File: config.mk
export PLATFORM = sky130hd
export DESIGN_NAME = instr_fetch_queue
export DESIGN_NICKNAME = d
export VERILOG_FILES = /design/src/rtl/instr_fetch_queue_pkg.sv /design/src/rtl/sync_fifo.sv /design/src/rtl/instr_fetch_queue.sv
export SDC_FILE = /design/constraint.sdc
export NUM_CORES = 1
export LEC_CHECK = 0
export ABC_CLOCK_PERIOD_IN_PS = 2060
export BUFFER_PORTS_ARGS = -buffer_cell sky130_fd_sc_hd__buf_2
export CAP_MARGIN = 20
export CORE_MARGIN = 3
export CORE_UTILIZATION = 45
export DETAILED_ROUTE_END_ITERATION = 10
export GPL_ROUTABILITY_DRIVEN = 0
export MAX_ROUTING_LAYER = met4
export PLACE_DENSITY = 0.74
export SYNTH_ARGS = -nofsm -noshare
export SYNTH_HDL_FRONTEND = slang
export SYNTH_SLANG_ARGS = --single-unit
File: constraint.sdc
create_clock -name clk -period 2.06 [get_ports clk]
set_input_delay 0.206 -clock clk [delete_from_list [all_inputs] [get_ports clk]]
set_output_delay 0.206 -clock clk [all_outputs]
set_load 0.01 [all_outputs]
File: src/rtl/instr_fetch_queue_pkg.sv
// Shared definitions for the instruction fetch queue: opcode field, HALT opcode, FSM states.
package instr_fetch_queue_pkg;

   localparam int         OP_MSB  = 15;
   localparam int         OP_LSB  = 13;
   localparam logic [2:0] OP_HALT = 3'b111;

   typedef enum logic {
      ST_RUN  = 1'b0,
      ST_HALT = 1'b1
   } fsm_state_t;

   function automatic logic is_halt_op(input logic [2:0] op);
      return op == OP_HALT;
   endfunction

endpackage

File: src/rtl/sync_fifo.sv
// Synchronous FIFO with flush; push is accepted when full only if a pop frees a slot the same cycle.
module sync_fifo #(
   parameter int WIDTH = 24,
   parameter int DEPTH = 4
) (
   input  logic                     clk,
   input  logic                     reset,
   input  logic                     flush,
   input  logic                     push,
   input  logic [WIDTH-1:0]         din,
   input  logic                     pop,
   output logic [WIDTH-1:0]         dout,
   output logic                     full,
   output logic                     empty,
   output logic [$clog2(DEPTH):0]   count
);

   localparam int AW = $clog2(DEPTH);

   logic [WIDTH-1:0] mem [DEPTH];
   logic [AW-1:0]    wr_ptr;
   logic [AW-1:0]    rd_ptr;
   logic             do_push;
   logic             do_pop;

   assign empty   = (count == '0);
   assign full    = (count == (AW+1)'(DEPTH));
   assign do_pop  = pop & ~empty;
   assign do_push = push & (~full | do_pop);
   assign dout    = mem[rd_ptr];

   // Storage write; contents need no reset because empty gates visibility.
   always_ff @(posedge clk) begin
      if (do_push && !reset && !flush) begin
         mem[wr_ptr] <= din;
      end
   end

   // Pointer and occupancy tracking.
   always_ff @(posedge clk) begin
      if (reset || flush) begin
         wr_ptr <= '0;
         rd_ptr <= '0;
         count  <= '0;
      end else begin
         if (do_push) wr_ptr <= wr_ptr + AW'(1);
         if (do_pop)  rd_ptr <= rd_ptr + AW'(1);
         case ({do_push, do_pop})
            2'b10:   count <= count + (AW+1)'(1);
            2'b01:   count <= count - (AW+1)'(1);
            default: count <= count;
         endcase
      end
   end

endmodule

File: src/rtl/instr_fetch_queue.sv
// Instruction fetch queue: sequential fetch with bounded outstanding requests,
// HALT opcode detection, and flush-and-redirect with discard of stale responses.
//
// state   | meaning
// --------+---------------------------------------------------------------
// ST_RUN  | fetching; requests issue while queue + in-flight < DEPTH
// ST_HALT | HALT opcode seen; no requests, late responses dropped, queue drains
module instr_fetch_queue
   import instr_fetch_queue_pkg::*;
#(
   parameter int         DEPTH    = 4,
   parameter logic [7:0] RESET_PC = 8'h00
) (
   input  logic        clk,
   input  logic        reset,
   output logic        imem_req_valid,
   input  logic        imem_req_ready,
   output logic [7:0]  imem_addr,
   input  logic        imem_rsp_valid,
   input  logic [15:0] imem_rsp_data,
   input  logic        redirect_valid,
   input  logic [7:0]  redirect_pc,
   output logic        id_valid,
   input  logic        id_ready,
   output logic [15:0] id_instr,
   output logic [7:0]  id_pc,
   output logic        halted
);

   localparam int CW = $clog2(DEPTH) + 1;

   fsm_state_t    state_q, state_d;
   logic [7:0]    pc_q;
   logic [CW-1:0] inflight_q;
   logic [CW-1:0] drop_q;
   logic [CW-1:0] inflight_after_rsp;
   logic [CW-1:0] fifo_count;
   logic [23:0]   fifo_dout;
   logic          fifo_full;
   logic          fifo_empty;
   logic          rsp_discard;
   logic          rsp_accept;
   logic          halt_detect;
   logic          issue;
   logic          push;
   logic          pop;
   logic [7:0]    rsp_pc;

   // Only the current stream's requests remain in flight once drop reaches zero,
   // so the oldest outstanding PC sits inflight_q behind the fetch PC.
   assign rsp_pc      = pc_q - 8'(inflight_q);

   assign rsp_discard = redirect_valid | (drop_q != '0) | (state_q == ST_HALT);
   assign rsp_accept  = imem_rsp_valid & ~rsp_discard;
   assign halt_detect = rsp_accept & is_halt_op(imem_rsp_data[OP_MSB:OP_LSB]);

   assign imem_req_valid = ~reset & (state_q == ST_RUN) & ~redirect_valid & ~halt_detect &
                           (({1'b0, fifo_count} + {1'b0, inflight_q}) < (CW+1)'(DEPTH));
   assign imem_addr      = pc_q;
   assign issue          = imem_req_valid & imem_req_ready;

   assign push     = rsp_accept & (~fifo_full | pop);
   assign pop      = id_valid & id_ready & ~redirect_valid;
   assign id_valid = ~fifo_empty;
   assign id_instr = id_valid ? fifo_dout[15:0]  : 16'h0000;
   assign id_pc    = id_valid ? fifo_dout[23:16] : 8'h00;
   assign halted   = (state_q == ST_HALT);

   assign inflight_after_rsp = (imem_rsp_valid && inflight_q != '0) ? inflight_q - CW'(1) : inflight_q;

   sync_fifo #(
      .WIDTH (24),
      .DEPTH (DEPTH)
   ) u_fifo (
      .clk   (clk),
      .reset (reset),
      .flush (redirect_valid),
      .push  (push),
      .din   ({rsp_pc, imem_rsp_data}),
      .pop   (pop),
      .dout  (fifo_dout),
      .full  (fifo_full),
      .empty (fifo_empty),
      .count (fifo_count)
   );

   // FSM state register.
   always_ff @(posedge clk) begin
      if (reset) state_q <= ST_RUN;
      else       state_q <= state_d;
   end

   // Next state: redirect always resumes fetching and outranks a HALT in the same cycle.
   always_comb begin
      state_d = state_q;
      if (redirect_valid)   state_d = ST_RUN;
      else if (halt_detect) state_d = ST_HALT;
   end

   // Fetch PC, outstanding-request and stale-response counters.
   always_ff @(posedge clk) begin
      if (reset) begin
         pc_q       <= RESET_PC;
         inflight_q <= '0;
         drop_q     <= '0;
      end else begin
         inflight_q <= inflight_after_rsp + CW'(issue);
         if (redirect_valid) begin
            pc_q   <= redirect_pc;
            drop_q <= inflight_after_rsp;
         end else begin
            if (issue) pc_q <= pc_q + 8'd1;
            if (imem_rsp_valid && drop_q != '0) drop_q <= drop_q - CW'(1);
         end
      end
   end

endmodule

; After elaboration in Yosys (flattened, before gate mapping)
; Memory sizes are Yosys's and may differ from the RTL's. A register that Yosys moved wholly into a read port is not among the register bits.
; Cells that the tools add are included.
[op_classes]
bitwise = 23
n_eq_ne = 4
muxes = 12
reduce_logical = 14
n_lt_le_gt_ge = 1
addsub = 10
[ops]
columns = op, count
row1 = 2-to-1 mux 8 bit, 3
row2 = 2-to-1 mux 16 bit, 1
row3 = AND 1 bit, 12
row4 = 2-to-1 mux 3 bit, 3
row5 = subtractor 3 x 1 -> 3 bit (second input constant), 3
row6 = adder 8 x 1 -> 8 bit (second input constant), 1
row7 = subtractor 8 x 3 -> 8 bit, 1
row8 = inverter 1 bit, 7
row9 = equality test 3 bit (second input constant), 2
row10 = one-hot mux 3 bit (2 select lines), 1
row11 = nonzero test 2 bit, 3
row12 = nonzero test 3 bit, 2
row13 = adder 2 x 1 -> 2 bit (second input constant), 2
row14 = adder 3 x 3 -> 4 bit, 1
row15 = logical AND 1 bit, 4
row16 = < comparator 4 x 3 -> 1 bit (second input constant), 1
row17 = 2-to-1 mux 2 bit, 2
row18 = bitwise OR 1 bit, 4
row19 = adder 3 x 1 -> 3 bit, 1
row20 = adder 3 x 1 -> 3 bit (second input constant), 1
row21 = zero test 3 bit, 1
row22 = equality test 2 x 1 -> 1 bit (second input constant), 1
row23 = equality test 2 bit (second input constant), 1
row24 = zero test 1 bit, 2
row25 = 3 further kinds, 4
[word_totals]
in_bits = 30
ramBits = 96
mem_count = 1
wordCells = 72
output_inout_bits = 35
reg_bits = 22
[memory_table]
columns = memory, depth, word_bits, read_ports, rd_clocked_by_memory_dff, wr, line_no
row1 = u_fifo.mem, 4, 24, 1, 1, 1, sync_fifo.sv:20  ; logic [WIDTH-1:0] mem [DEPTH];

; Depth between registers and ports, before layout
; Gate-level depths: netlist (run 1).
[logic_depth]
ltp_word = 12
ltp_mapped = 11
mapped_depth_nobuf = 11

; Hierarchy
; A second synthesis (run 1) with hierarchy kept.
[unflattened]
cells_unflattened = 361
hier_area_um2 = 5385.2
[modules_own_cells]
columns = mod, cells_each, area_per_inst_um2, n_inst, seq_area_each_um2
row1 = sync_fifo, 186, 3995.1, 1, 3062.9
row2 = instr_fetch_queue, 175, 1390.1, 1, 300.3

; Worst setup path before layout (run 1)
; No wires, ideal clock.
[synth_path]
kind = reg2reg
startpoint = register drop_q[0]
endpoint = memory u_fifo.mem[0][0], enable pin
setup_ns = 0.383
slack_ns = -0.193
arrival_ns = 1.870
stages_incl_launch_ff = 6
synth_period_minus_slack_ns = 2.253
n_path_buf = 0
cell_sequence = dfxtp_1 -> inv_1 -> ha_1 -> nand2b_1 -> a2111oi_4 -> and3_1
[synth_between]
elab_chain_cells = 11
[synth_rtl]
columns = item, line_no
row1 = "start, declared", instr_fetch_queue.sv:35  ; logic [CW-1:0] drop_q;
row2 = "start signal, assigned", instr_fetch_queue.sv:110  ; drop_q <= inflight_after_rsp;
row3 = "start signal, assigned", instr_fetch_queue.sv:113  ; if (imem_rsp_valid && drop_q != '0) drop_q <= drop_q - CW'(1);
row4 = nonzero test 3 bit, instr_fetch_queue.sv:53  ; assign rsp_discard = redirect_valid | (drop_q != '0) | (state_q == ST_HALT);
row5 = bitwise OR 1 bit (2 in series), instr_fetch_queue.sv:53
row6 = inverter 1 bit, instr_fetch_queue.sv:54  ; assign rsp_accept = imem_rsp_valid & ~rsp_discard;
row7 = AND 1 bit, instr_fetch_queue.sv:54
row8 = AND 1 bit, instr_fetch_queue.sv:62  ; assign push = rsp_accept & (~fifo_full | pop);
row9 = AND 1 bit, sync_fifo.sv:29  ; assign do_push = push & (~full | do_pop);
row10 = logical AND 1 bit (2 in series), sync_fifo.sv:34  ; if (do_push && !reset && !flush) begin
row11 = 2-to-1 mux 1 bit, sync_fifo.sv:34
row12 = 2-to-1 mux 1 bit (not written as such), sync_fifo.sv:35  ; mem[wr_ptr] <= din;
row13 = "end, declared", sync_fifo.sv:20
; Every way passes these cells.

; Final worst setup path (run 1)
[layout_path]
startpoint = register u_fifo.count[2]
endpoint = register u_fifo.count[2]
[layout_between]
elab_chain_cells = 9
word_cells_on_any_way = 17
classes_between = add/sub: 2 / eq/ne: 3 / mux: 1 / bitwise: 9 / reduce/logical: 2
[layout_rtl]
columns = item, line_no
row1 = "start, declared", sync_fifo.sv:15  ; output logic [$clog2(DEPTH):0] count
row2 = "start signal, assigned", sync_fifo.sv:49  ; 2'b10: count <= count + (AW+1)'(1);
row3 = "start signal, assigned", sync_fifo.sv:50  ; 2'b01: count <= count - (AW+1)'(1);
row4 = "start signal, assigned", sync_fifo.sv:51  ; default: count <= count;
row5 = zero test 3 bit, sync_fifo.sv:26  ; assign empty = (count == '0);
row6 = inverter 1 bit, "sync_fifo.sv:28, instr_fetch_queue.sv:64"
row7 = AND 1 bit (2 in series), instr_fetch_queue.sv:63  ; assign pop = id_valid & id_ready & ~redirect_valid;
row8 = bitwise OR 1 bit or AND 1 bit (tied branches), "instr_fetch_queue.sv:62, sync_fifo.sv:28"
row9 = AND 1 bit or bitwise OR 1 bit (tied branches), "instr_fetch_queue.sv:62, sync_fifo.sv:29"
row10 = AND 1 bit, sync_fifo.sv:29
row11 = equality test 2 x 1 -> 1 bit or equality test 2 bit (tied branches), sync_fifo.sv:48  ; case ({do_push, do_pop})
row12 = one-hot mux 3 bit (2 select lines) or nonzero test 2 bit (tied branches), -
; Parallel ways exist; a longest one is shown, timed or not.
; A chain may end at the register's enable or synchronous reset.

==> results of run 1 <==
-- worst reg2reg max path: stages, from the launching register on --
cell and delay [ps]:
dfxtp_4 360, nor3b_4 160, a2111oi_4 360, inv_1 120, ha_4 180, inv_2 50
fa_2 180, xor2_1 70, or3_1 320, a21oi_2 140
-- routing by layer --
layer  share of wire  GRT usage
met1            0.42      0.232
met3           0.066     0.0439
met2            0.50      0.282
met5               0          -
met4           0.011     0.0546
-- power by group through the flow --
stage                     clock [mW]  sequential (mW)  combinational [mW]
after global routing            3.06             2.85                1.10
final                           2.89             2.84               0.976
after detailed placement           0             2.89               0.878
after CTS                       2.93             2.84               0.908
after global placement             0             2.88               0.848
after floorplan                    0             2.88               0.584
-- through the flow --
stage | power [mW] | cell area, um2
2_1_floorplan | 3.46 | 5340
3_3_place_gp | 3.73 | 6000
3_5_place_dp | 3.77 | 6000
4_1_cts | 6.68 | 6640
5_1_grt | 7.01 | 6740
6_report | 6.71 | 6740
-- worst max-delay path by stage --
stage	from	end	slack (ps)
finish	u_fifo.count[2]	u_fifo.count[2]	40
global route	inflight_q[1]	u_fifo.mem[2][23]	-140
CTS	u_fifo.count[1]	u_fifo.count[2]	10
detailed placement	u_fifo.count[2]	u_fifo.count[2]	-50
global placement	u_fifo.count[2]	u_fifo.count[2]	40
floorplan	drop_q[1]	u_fifo.count[2]	9
-- synth_stat cells, types with 5 or more instances --
cell,n,area (um2)
nand3_1,9,45.0
edfxtp_1,96,2880
buf_2,6,30.0
nor3_1,5,25.0
o21ai_0,7,35.0
xnor2_1,9,78.8
clkbuf_1,7,26.3
nand2_1,15,56.3
dfxtp_1,24,480
o211ai_1,8,60.1
xor2_1,6,52.6
ha_1,17,213
nor2_1,18,67.6
inv_1,19,71.3
nor2b_1,27,169
mux4_2,24,541
-- cells by family (layout without fill, tap and decap cells) --
logic type	Yosys count	after routing	synth area share
multiplexers	27	27	0.108
adder cells (fa/ha/maj)	19	19	0.0477
XOR/XNOR	15	15	0.0248
AO/OA/AOI/OAI	32	32	0.0479
AND/OR/NAND/NOR	102	102	0.109
flip-flops	120	120	0.635
buffers and inverters	35	140	0.0276
-- timing repair --
item                                   CTS  global route
gates cloned                             1             0
buffers inserted                         1             2
endpoints found under the hold margin    0             0
resized for setup                        7            23
setup endpoints to repair               24            23
pin swaps                                0             4
-- registers in the layout, indices dropped and copies added (netlist names), named ones only --
signal,cells
u_fifo.mem,96
imem_addr,8
drop_q,3
inflight_q,3
u_fifo.count,3
u_fifo.rd_ptr,2
u_fifo.wr_ptr,2
halted,1
-- layout make-up --
| type | instances | area share |
|---|---|---|
| clock inverter | 12 | 0.0230 |
| sequential | 120 | 0.501 |
| clock buffer | 18 | 0.0637 |
| tap | 140 | 0.0260 |
| inverter | 20 | 0.0111 |
| multi-input combinational | 195 | 0.283 |
| timing repair buffer | 90 | 0.0928 |
-- layout by cell type, fill, tap and decap left out, drive strengths merged, types with 15 or more instances in the layout --
master / n
edfxtp: 96
buf: 90
nor2b: 27
mux4: 24
dfxtp: 24
inv: 19
nor2: 19
clkbuf: 18
ha: 17
nand2: 15
==> flow_metrics.env, run 1 <==
export IMPL_cp_cell_sequence="nor3b_4 -> a2111oi_4 -> inv_1 -> ha_4 -> inv_2 -> fa_2 -> xor2_1 -> or3_1 -> a21oi_2"
export IMPL_r2r_end="u_fifo.count[2]"
export IMPL_hold_buffers=0
export IMPL_diodes=0
export IMPL_place_hpwl_um=6910
export IMPL_status="completed"
export IMPL_layout_setup_ws_ps=38.1
export IMPL_max_clock_freq_mhz=495
export IMPL_p_sw_mw=1.59
export IMPL_layout_drive_gt1_share=0.387
export IMPL_row_count=38
export IMPL_hold_end="imem_addr[4]"
export IMPL_drv_cap=0
export IMPL_path_delay_family="compound AO/OA/AOI/OAI gates"
export IMPL_area_growth_pct=27.3
export IMPL_path_depth=9
export IMPL_path_class="reg2reg"
export IMPL_syn_nets=399
export IMPL_seq_area_frac_synth=0.635
export IMPL_slew_headroom=0.746
export IMPL_clk_pin_slew_ps=60
export IMPL_synth_cells=350
export IMPL_grt_util_all_layers=0.179
export IMPL_tns_ps=0
export IMPL_antenna_found_initial=0
export IMPL_hold_viol=0
export IMPL_drc=0
export IMPL_cts_buffers_inserted=17
export IMPL_skew_ps=9.64
export IMPL_vias_per_cell=5.45
export IMPL_placedCellCount=561
export IMPL_pwr_share_comb=0.145
export IMPL_firstDrtPassIters=5
export IMPL_routed_wl_um=10900
export IMPL_yosys_most_used_dff="edfxtp_1"
export IMPL_r2r_start="u_fifo.count[2]"
export IMPL_p_int_mw=5.12
export IMPL_synthArstFlopShare=0
export IMPL_finalCriticalPeriod_ps=2020
export IMPL_cts_htree_levels=4
export IMPL_p_sw_frac=0.237
export IMPL_die_w_um=115
export IMPL_yosysWarnings=0
export IMPL_p_clk_frac=0.431
export IMPL_crit_fanout=5
export IMPL_initial_utilization=0.474
export IMPL_p_per_area_nw_per_um2=996
export IMPL_multi_input_area_um2=1910
export IMPL_ios=65
export IMPL_setup_viol=0
export IMPL_report_final_slew_viol_count=0
export IMPL_core_area_um2=11200
export IMPL_whs_ps=19.8
export IMPL_fillCellCount=815
export IMPL_cp_arrival_ps=2340
export IMPL_via_count=3244
export IMPL_r2r_worst_path_cells=9
export IMPL_ant_nets=0
export IMPL_power_frac_seq=0.423
export IMPL_required_ps=2380
export IMPL_timing_critical_path_buf_inv=2
export IMPL_post_place_ws_ps=-53.3
export IMPL_clockRootBuffer="clkbuf_16"
export IMPL_crit_path_max_incr_delay_ps=360
export IMPL_grt_overflow=0
export IMPL_critPathCaptureType="flop"
export IMPL_grt_pass1_wl_um=17400
export IMPL_clock_latency_ps=400
export IMPL_final_cell_count_no_fill=595
export IMPL_worstSetupStartpointType="flop"
export IMPL_min_delay_start="redirect_pc[4]"
export IMPL_ys_types=48
export IMPL_holdPathStages=3
export IMPL_cts_tree="yes"
export IMPL_fin_util=0.603
export IMPL_clockBufferDepth=2
export IMPL_ys_seq_elements=120
export IMPL_syn_avg_cell_area_um2=15.1
export IMPL_cts_sink_count=120
export IMPL_wire_per_inst_um=18.4
export IMPL_grt_max_degree=27
export IMPL_critical_path_slowest_cell="dfxtp_4"
export IMPL_rsz0062_at_grt="yes"
export IMPL_fin_crit_sh=0.981
export IMPL_grt_pass1_vias=3384
export IMPL_design_die_area_um2=13100
export IMPL_drt_iter0_drc=238
export IMPL_die_h_um=115
export IMPL_min_path_type="in2reg"
export IMPL_regArea_um2=3370
export IMPL_tightest_slew_ps=380
export IMPL_synth_edf_count=96
export IMPL_syn_area_um2=5300
export IMPL_total_leakage_power_nw=2.46
export IMPL_final_nets=493
export IMPL_ir_drop_uv=1010
export IMPL_port_buffers=64
export IMPL_r2r_setup_slack_ps=40
(Power assumes the default switching activity.)
==> run 2: changes to the inputs <==
--- a/config.mk
+++ b/config.mk
@@ -16,4 +16,5 @@
 export PLACE_DENSITY = 0.74
 export SYNTH_ARGS = -nofsm -noshare
 export SYNTH_HDL_FRONTEND = slang
+export SYNTH_HIERARCHICAL = 1
 export SYNTH_SLANG_ARGS = --single-unit
==> run 2 against run 1 <==
The run now ends with negative setup slack left. Wire length grew 8.0%. Fmax fell by 9.3%. Combinational power increased by 16%. Register-to-register slack worse by 210 ps. Clock-buffer cell count up 1. Critical path depth unchanged. Sequential cell count unchanged. Via count grew 8.7%. Sequential share of layout area fell by 3.0 points. Global-route usage increased by 1.4 points. Sequential power grew 2%. Critical path type unchanged. Largest cell class unchanged. Highest routed layer unchanged.
==> flow_metrics.env, run 2 <==
export IMPL_place_area_um2=6240
export IMPL_setup_viol=17
export IMPL_dr_wl_met2_um=6210
export IMPL_final_nets=534
export IMPL_top_layer="met4"
export IMPL_diodes=0
export IMPL_grt_pass1_vias=3595
export IMPL_yosysWarnings=6
export IMPL_largest_reg_flops=96
export IMPL_finalCriticalPeriod_ps=2230
export IMPL_report_final_slew_viol_count=0
export IMPL_muxShareOfSynthArea=0.106
export IMPL_top_register="u_fifo/mem"
export IMPL_layout_drive_gt1_share=0.438
export IMPL_synth_edf_count=96
export IMPL_drv_cap=0
export IMPL_layout_commonest_cell="edfxtp_1"
export IMPL_rsz0062_at_grt="yes"
export IMPL_synthAdderAreaFrac=0.0446
export IMPL_grt_overflow=0
export IMPL_synth_top_area_frac=0.535
export IMPL_cts_buffers_inserted=17
export IMPL_regArea_um2=3380
export IMPL_ir_drop_uv=702
export IMPL_synthArstFlopShare=0
export IMPL_r2r_setup_slack_ps=-170
export IMPL_hold_viol=0
export IMPL_tightest_slew_ps=506
export IMPL_yosysMostFrequentCell="edfxtp_1"
export IMPL_die_h_um=115
export IMPL_design_die_area_um2=13300
export IMPL_cts_tree="yes"
export IMPL_core_area_um2=11600
export IMPL_clockRootBuffer="clkbuf_16"
export IMPL_tns_ps=-1870
export IMPL_drc=0
export IMPL_min_path_type="in2reg"
export IMPL_r2r_end="u_fifo/count[1]"
export IMPL_port_buffers=64
export IMPL_place_hpwl_um=7720
export IMPL_final_area_um2=7190
export IMPL_syn_avg_cell_area_um2=14.9
export IMPL_vias_per_cell=5.50
export IMPL_synthTopCellsByArea="edfxtp_1 54%, mux4_2 10%, dfxtp_1 8.9%"
export IMPL_crit_fanout=2
export IMPL_row_count=39
export IMPL_seq_area_frac_synth=0.625
export IMPL_grt_util_all_layers=0.194
export IMPL_whs_ps=18.5
export IMPL_ys_types=56
export IMPL_die_w_um=115
export IMPL_clk_pin_slew_ps=60
export IMPL_total_power_mw=6.96
export IMPL_slew_headroom=0.660
export IMPL_startpoint="drop_q[1]"
export IMPL_synth_cells=361
export IMPL_required_ps=2370
export IMPL_drt_iter0_drc=215
export IMPL_wire_per_inst_um=18.4
export IMPL_synth_commonest_cells="96 x edfxtp_1, 29 x nor2b_1, 24 x dfxtp_1, 24 x mux4_2, 20 x nor2_1"
export IMPL_via_count=3525
export IMPL_worstSetupStartpointType="flop"
export IMPL_layout_setup_ws_ps=-169
export IMPL_cts_htree_levels=4
export IMPL_status="finished with violations"
export IMPL_r2r_worst_path_cells=9
export IMPL_synth_simple_gate_area_share=0.114
export IMPL_clock_latency_ps=410
export IMPL_cts_sink_count=120
export IMPL_post_place_ws_ps=-188
export IMPL_firstDrtPassIters=4
export IMPL_max_clock_freq_mhz=449
export IMPL_grt_pass1_wl_um=18600
export IMPL_placedCellCount=591
export IMPL_synth_top_family_by_area="simple AND/OR/NAND/NOR gates"
export IMPL_syn_nets=409
export IMPL_final_cell_mix="96 x edfxtp_1, 63 x buf_2, 37 x buf_4"
export IMPL_cp_endpoint="u_fifo/count[1]"
export IMPL_synth_xor_area_share=0.0244
export IMPL_cp_arrival_ps=2540
export IMPL_path_class="reg2reg"
export IMPL_initial_utilization=0.466
export IMPL_ios=65
export IMPL_area_growth_pct=33.5
export IMPL_ant_nets=0
export IMPL_wl_met1_um=4820
export IMPL_syn_area_um2=5390
export IMPL_fillCellCount=835
export IMPL_r2r_start="drop_q[1]"
export IMPL_wl_met3_um=574
export IMPL_critPathCaptureType="flop"
export IMPL_routed_wl_um=11800
export IMPL_skew_ps=8.11
export IMPL_multi_input_area_um2=2000
export IMPL_synth_compound_area_share=0.0576
export IMPL_antenna_found_initial=0
export IMPL_fin_crit_sh=1.08
export IMPL_grt_max_degree=25
export IMPL_yosys_most_used_dff="edfxtp_1"
export IMPL_p_per_area_nw_per_um2=968
export IMPL_total_leakage_power_nw=2.69
export IMPL_fin_util=0.622
export IMPL_violations="negative setup slack"
export IMPL_synth_area_leader_cell="edfxtp_1"
export IMPL_final_cell_count_no_fill=641
export IMPL_ys_seq_elements=120
export IMPL_clockBufferDepth=2
[run 2: changes by cell type in the layout (fill, tap and decap cells not counted), sizes merged, moves of 3 or more]
cell	previous run	this run
o31a	0	3
o21ai	7	2
and3	4	7
buf	90	120
nand2	15	18
clkinvlp	4	1
nand2b	5	2
[run 2: per-layer routing]
metal	up-vias	global-route usage
met3	25	0.0542
li1	1626	-
met2	128	0.326
met5	-	-
met4	0	0.0704
met1	1746	0.221
[run 2: layout make-up]
type / count / share of cell area
flip-flops and latches: 120 / 0.470
multi-input cells: 205 / 0.278
repair buffers: 122 / 0.135
clock buffers: 19 / 0.0602
well taps: 143 / 0.0249
clock inverters: 12 / 0.0211
inverters: 20 / 0.0104
[run 2: worst min-delay path by stage]
stage / from / end / slack [ps] / cells past startpoint
finish: imem_rsp_data[12] / u_fifo/mem[2][12] / 20 / 1
global route: imem_rsp_data[7] / u_fifo/mem[0][7] / 4 / 1
CTS: imem_rsp_data[3] / u_fifo/mem[2][3] / 1 / 1
detailed placement: imem_rsp_data[4] / u_fifo/mem[1][4] / 430 / 1
global placement: imem_rsp_data[4] / u_fifo/mem[2][4] / 420 / 1
floorplan: imem_rsp_data[0] / u_fifo/mem[0][0] / 300 / 0
[run 2: cells by family after synthesis]
| kind of cell | Yosys count |
|---|---|
| mux | 27 |
| flops | 120 |
| xor+xnor | 15 |
| simple gates | 108 |
| buf+inv | 36 |
| compound gates | 37 |
| fa+ha+maj | 18 |
[run 2: power by group]
part           switching, mW  internal [mW]
clock                   1.04           1.89
combinational          0.607          0.520
sequential            0.0741           2.83
total                   1.72           5.24
[run 2: what timing repair did]
item                                    4_1_cts  5_1_grt
hold buffers                                  1        0
endpoints found under the setup margin      119      106
cloned                                        2        1
buffers inserted                             13        4
resized for setup                            19       24
pin swaps                                     8       11
endpoints found under the hold margin         4        0
[run 2: critical path, stage by stage, from the launching register on]
cell      delay (ps)
dfxtp_2          320
inv_2             70
ha_4             130
and4bb_4         240
nor3b_4          200
nand2b_4         160
fa_2             440
nor2_1           150
o211ai_1         150
a221oi_1         270
